===== src/rtl/dis_pkg.sv =====
// Shared types and constants for the dis register arbiter slice.
package dis_pkg;
   localparam int DIS_DW    = 8;
   localparam int DIS_GAP_W = 4;

   typedef enum logic [1:0] {IDLE, WRITE, SETTLE} dis_arb_state_t;
endpackage


===== src/rtl/dis_arbiter_if.sv =====
// Requester handshake plus the register-side outputs of dis_arbiter.
interface dis_arbiter_if #(
   parameter int NUM_REQ = 4,
   parameter int DW      = 8
);
   logic [NUM_REQ-1:0]         req_valid;
   logic [NUM_REQ*DW-1:0]      req_data;
   logic [NUM_REQ-1:0]         req_ready;
   logic                       reg_en;
   logic [DW-1:0]              reg_data;
   logic [$clog2(NUM_REQ)-1:0] owner;
   logic                       busy;

   modport master (output req_valid, req_data,
                   input  req_ready, reg_en, reg_data, owner, busy);
   modport slave  (input  req_valid, req_data,
                   output req_ready, reg_en, reg_data, owner, busy);
endinterface


===== src/rtl/dis_arbiter_rr_pick.sv =====
// Combinational round-robin picker: first set bit of req at or above ptr,
// wrapping modulo N.
module rr_pick #(
   parameter int N  = 4,
   parameter int IW = $clog2(N)
) (
   input  logic [N-1:0]  req,
   input  logic [IW-1:0] ptr,
   output logic [N-1:0]  grant,
   output logic [IW-1:0] idx,
   output logic          any
);
   always_comb begin
      // NOTE: every output gets a default first so no path leaves it unassigned (no latch).
      idx = '0;
      any = |req;
      // Walk from the farthest slot back toward ptr so the closest requester is written last.
      for (int k = N - 1; k >= 0; k--) begin
         if (req[(int'(ptr) + k) % N]) idx = IW'((int'(ptr) + k) % N);
      end
      grant = any ? (N'(1) << idx) : '0;
   end
endmodule


===== src/rtl/dis_arbiter.sv =====
// Round-robin arbiter and one-shot write sequencer in front of the dis register,
// with a programmable settle gap between writes.
module dis_arbiter
   import dis_pkg::*;
#(
   parameter int NUM_REQ = 4,
   parameter int DW      = DIS_DW,
   parameter int GAP     = 1
) (
   input logic          clk,
   input logic          reset,
   dis_arbiter_if.slave bus
);
   localparam int IW = $clog2(NUM_REQ);
   localparam logic [DIS_GAP_W-1:0] GAP_LOAD = (GAP > 0) ? DIS_GAP_W'(GAP - 1) : '0;

   dis_arb_state_t        state, state_n;
   logic [DIS_GAP_W-1:0]  gap_cnt;
   logic [IW-1:0]         rr_ptr;
   logic [NUM_REQ-1:0]    grant;
   logic [IW-1:0]         win_idx;
   logic                  win_any;
   logic                  accept;

   rr_pick #(.N(NUM_REQ), .IW(IW)) u_pick (
      .req   (bus.req_valid),
      .ptr   (rr_ptr),
      .grant (grant),
      .idx   (win_idx),
      .any   (win_any)
   );

   assign accept        = (state == IDLE) && win_any;
   assign bus.req_ready = accept ? grant : '0;

   always_comb begin
      state_n = state;
      unique case (state)
         IDLE:    if (win_any) state_n = WRITE;
         WRITE:   state_n = (GAP > 0) ? SETTLE : IDLE;
         SETTLE:  if (gap_cnt == '0) state_n = IDLE;
         default: state_n = IDLE;
      endcase
   end

   always_ff @(posedge clk) begin
      // NOTE: non-blocking assignments keep every register sampling pre-edge values.
      if (reset) begin
         state        <= IDLE;
         gap_cnt      <= '0;
         rr_ptr       <= '0;
         bus.reg_en   <= 1'b0;
         bus.reg_data <= '0;
         bus.owner    <= '0;
         bus.busy     <= 1'b0;
      end else begin
         state      <= state_n;
         bus.reg_en <= (state_n == WRITE);
         bus.busy   <= (state_n != IDLE);
         if (accept) begin
            bus.reg_data <= bus.req_data[int'(win_idx)*DW +: DW];
            bus.owner    <= win_idx;
            rr_ptr       <= (int'(win_idx) == NUM_REQ - 1) ? '0 : win_idx + 1'b1;
         end
         // Counter is loaded while writing so SETTLE sees GAP-1 on its first cycle.
         if (state == WRITE)
            gap_cnt <= GAP_LOAD;
         else if (state == SETTLE && gap_cnt != '0)
            gap_cnt <= gap_cnt - 1'b1;
      end
   end
endmodule


===== src/flat_wrapper.sv =====
// flat-port wrapper written by rule: the top's interface ports become plain ports
module dis_arbiter_flat import dis_pkg::*;
#(
   parameter int NUM_REQ = 4,
   parameter int DW      = DIS_DW,
   parameter int GAP     = 1
)
  (clk, reset, bus_req_valid, bus_req_data, bus_req_ready, bus_reg_en, bus_reg_data, bus_owner, bus_busy);
  dis_arbiter_if #(.NUM_REQ(NUM_REQ), .DW(DW)) bus_i ();
  input logic clk;
  input logic reset;
  input wire logic [$bits(bus_i.req_valid)-1:0] bus_req_valid;
  input wire logic [$bits(bus_i.req_data)-1:0] bus_req_data;
  output wire logic [$bits(bus_i.req_ready)-1:0] bus_req_ready;
  output wire logic [$bits(bus_i.reg_en)-1:0] bus_reg_en;
  output wire logic [$bits(bus_i.reg_data)-1:0] bus_reg_data;
  output wire logic [$bits(bus_i.owner)-1:0] bus_owner;
  output wire logic [$bits(bus_i.busy)-1:0] bus_busy;
  assign bus_i.req_valid = bus_req_valid;
  assign bus_i.req_data = bus_req_data;
  assign bus_req_ready = bus_i.req_ready;
  assign bus_reg_en = bus_i.reg_en;
  assign bus_reg_data = bus_i.reg_data;
  assign bus_owner = bus_i.owner;
  assign bus_busy = bus_i.busy;
  dis_arbiter #(.NUM_REQ(NUM_REQ), .DW(DW), .GAP(GAP)) u_core (.clk(clk), .reset(reset), .bus(bus_i));
endmodule

===== config.mk =====
export PLATFORM = sky130hd
export DESIGN_NAME = dis_arbiter_flat
export DESIGN_NICKNAME = d
export VERILOG_FILES = /design/src/rtl/dis_pkg.sv /design/src/rtl/dis_arbiter_if.sv /design/src/rtl/dis_arbiter_rr_pick.sv /design/src/rtl/dis_arbiter.sv /design/src/flat_wrapper.sv
export SDC_FILE = /design/constraint.sdc
export NUM_CORES = 1
export LEC_CHECK = 0
export ABC_AREA = 1
export CAP_MARGIN = 25
export CORE_ASPECT_RATIO = 0.6
export CORE_MARGIN = 2
export CORE_UTILIZATION = 41
export DETAILED_ROUTE_END_ITERATION = 8
export PLACE_DENSITY = 0.73
export SKIP_CTS_REPAIR_TIMING = 1
export SLEW_MARGIN = 25
export SYNTH_ARGS = -nofsm -noshare
export SYNTH_HDL_FRONTEND = slang
export SYNTH_SLANG_ARGS = --single-unit

===== constraint.sdc =====
create_clock -name clk -period 2 [get_ports clk]
set_input_delay 0.4 -clock clk [delete_from_list [all_inputs] [get_ports clk]]
set_output_delay 0.4 -clock clk [all_outputs]
set_load 0.01 [all_outputs]

==> results.yml, run 1 <==
critical_path:
  cpPeakStageDelay_ns: 0.38
  cp-end-kind: "primary output"
  critPathSlowestCell: "dfxtp_4"
  path_class: "flop to primary output"
  cpLargestDelayFamily: "simple AND/OR/NAND/NOR gates"
  reg2regPathDepth: 16
  r2r_end: "u_core.bus.reg_data[4]"
  worst_setup_path_start_kind: "flop"
  cp_max_fo: 5
  cp_cell_sequence: "buf_12 > inv_8 > nand2_2 > nand3_2 > nand2_1 > nand3_2 > nand2_2 > nand2_4 > nand2_4 > inv_4 > ha_1 > inv_1 > nor2_1 > buf_2"
  path_buf_inv: 5
  r2r-start: "u_core.rr_ptr[0]"
  cp.required_ns: 1.60
  r2r_slack_ns: 0.09
  crit_arrival_ns: 1.81
finish:
  layout.cells.non_filler: 350
  syn2layout_area_growth_pct: 59.1
  num_antenna_cells: 0
  fin_util_pct: 69.4
  layout_commonest_cell: "inv_1"
  layout.nets: 346
  drive_above_1_share_pct: 19.7
  final_cell_mix: "inv_1, clkdlybuf4s50_1, nand3_1"
logic_synthesis:
  synth_cell_types: 28
  synth_area_per_cell_um2: 6.08
  syn_area_mm2: 0.00144
  ys_seq_area_share_pct: 27.8
  syn_inst: 237
  ys_ff_latch: 20
  synth_nets: 277
  ys_warn_count: 0
pwr:
  ir_worst_vdd_v: 0.000718
  p_leak_uw: 0.00123
  power_density_mw_per_mm2: 1360
  total_power_uw: 3110
clocking:
  clockBufferDepth: 2
  htree_levels: 1
  cts_root_buf: "clkbuf_8"
  clock_sinks: 20
  clk_latency_ns: 0.26
  cts_buffers: 3
  path_clk_slew_ns: 0.08
  cts_tree: "done"
timing:
  setup_slack_ns: -0.212
  fmax_mhz: 452
  min_period_ns: 2.21
  setup_viol: 4
  rsz0062_at_grt: "yes"
  finalCritPeriodShare_pct: 111
  final_max_slew_viol_count: 0
  tightestPinTransition_ns: 0.516
  max_slew_margin_pct: 65.3
  hold_viol_final: 0
  setup_tns_ns: -0.557
  skew_ns: 0.00263
drt:
  drt-total-wl_mm: 4.15
  first_pass_iters: 5
  vias: 1621
  first_iter_violations: 83
  drc: 0
  drt.antenna.violating_nets: 0
  wire_per_inst_um: 11.9
  vias_per_cell: 4.63
global_routing:
  grtUsageMet3_pct: 4.76
  met2_usage_pct: 29.6
  grt_max_degree: 18
  grt_antenna_before_repair: 0
  busiest_layer: "met1"
  grt_use_total_pct: 21.2
  gr-total-overflow: 0
  use_met1_pct: 32.9
  grt_pass1_wl_mm: 6.64
  grt_pass1_vias: 1489
placed_design:
  place_congestion: 0.921
  placed_cells: 343
  dp_hpwl_mm: 3.07
  place_ws_ns: -0.878
  portBuffers: 53
floorplan:
  core_mm2: 0.00330
  row_count: 16
  fp.dieW_um: 80.5
  ios: 54
  die_h_um: 49.9
  dieArea_mm2: 0.00402
  initial_core_util_pct: 43.6
status:
  failed_checks: "negative setup slack"
  status: "finished with violations"
run:
  max_cap_viol_count: 0
worst_hold_path:
  hold_depth: 2
  hp-start: "u_core.bus.owner[0]"
  hp-class: "flop to flop"
  worstHoldEndpoint: "u_core.bus.owner[0]"
==> flip-flops by register name, summed over array words and instances (netlist names) <==
| name | cells |
|---|---|
| u_core.bus.busy | 1 |
| u_core.bus.owner | 2 |
| u_core.bus.reg_data | 8 |
| u_core.rr_ptr | 2 |
| u_core.state | 2 |
| u_core.gap_cnt | 4 |
| u_core.bus.reg_en | 1 |
==> cells by family (layout without fill, tap and decap cells) <==
kind of cell | after synthesis | in the layout | share of synthesized area (%)
and+or+nand+nor | 130 | 130 | 40.9
buffers and inverters | 69 | 137 | 22.3
DFF | 20 | 20 | 27.8
AOI/OAI and AO/OA | 15 | 15 | 6.16
adders and majority gates | 2 | 2 | 1.74
xor gates and xnor gates | 1 | 1 | 1.13
==> worst max-delay path by stage <==
| stage | from | endpoint | slack (ns) | cells past startpoint |
|---|---|---|---|---|
| after floorplan | bus_req_valid[3] | bus_req_ready[3] | 0.13 | 11 |
| after global placement | bus_req_valid[1] | bus_req_ready[3] | -0.82 | 13 |
| after detailed placement | bus_req_valid[3] | bus_req_ready[3] | -0.88 | 13 |
| after CTS | bus_req_valid[3] | bus_req_ready[3] | -0.90 | 13 |
| after global routing | u_core.rr_ptr[0] | bus_req_ready[3] | -0.31 | 14 |
| final | u_core.rr_ptr[0] | bus_req_ready[3] | -0.21 | 14 |
==> stage by stage <==
| step | hold WS (ns) | instance area, um2 |
|---|---|---|
| 3_3_place_gp | 0.459 | 2070 |
| 6_report | 0.474 | 2290 |
| 4_1_cts | 0.474 | 2140 |
| 5_1_grt | 0.497 | 2290 |
| 3_5_place_dp | 0.452 | 2070 |
| 2_1_floorplan | 0.445 | 1440 |
==> layer usage <==
| layer | share of wire, % | wire [um] | vias to the layer above |
|---|---|---|---|
| met2 | 38 | 1590 | 44 |
| met3 | 8.1 | 337 | 2 |
| met5 | 0 | 0 | - |
| met4 | 0.39 | 16 | 0 |
| li1 | - | - | 862 |
| met1 | 53 | 2210 | 713 |
==> synth_stat cells <==
cell type  instances  share of area, %
a21oi_1            5               1.7
inv_1             59                15
a41oi_1            1              0.61
o31ai_1            2               1.0
nand2_4            2               1.6
ha_1               2               1.7
o21ai_0            4               1.4
nand2_1           49                13
buf_6              2               1.6
a211oi_1           1              0.52
nor4_1             1              0.43
xnor2_2            1               1.1
or2_2              1              0.43
o211ai_1           1              0.52
inv_2              1              0.26
clkbuf_8           3               2.9
o21ai_1            1              0.35
clkinv_1           1              0.26
nand2_2            2              0.87
nor3b_1            1              0.52
nor3_1             1              0.35
nor2_1            24               6.3
dfxtp_1           20                28
buf_8              1               1.0
inv_4              1              0.43
nand3_2            2               1.4
nand3_1           47                16
buf_4              1              0.52
==> worst reg2reg max path: cells and delay by family (launching register included) <==
kind          cells  cell delay [ns]
simple gates     11             0.92
buf+inv           5             0.51
flops             1             0.38
==> cell type report <==
cell class	count	area, um2
clock buffers	3	41.3
clock inverters	1	30.0
fillers	297	1010
inverters	62	246
multi-input cells	148	816
flip-flops and latches	20	408
well taps	45	56.3
repair buffers	71	696
==> power breakdown <==
group,switching (uW),internal (uW),total [uW]
logic,1160,954,2120
registers,79.7,508,587
clock network,136,267,403
(Power assumes the default switching activity.)
==> run 2: changes to the inputs <==
CAP_MARGIN = 20   (was 25)
==> results of run 2 <==
Same layout as run 1: the final DEF is identical, and so are final timing and power.
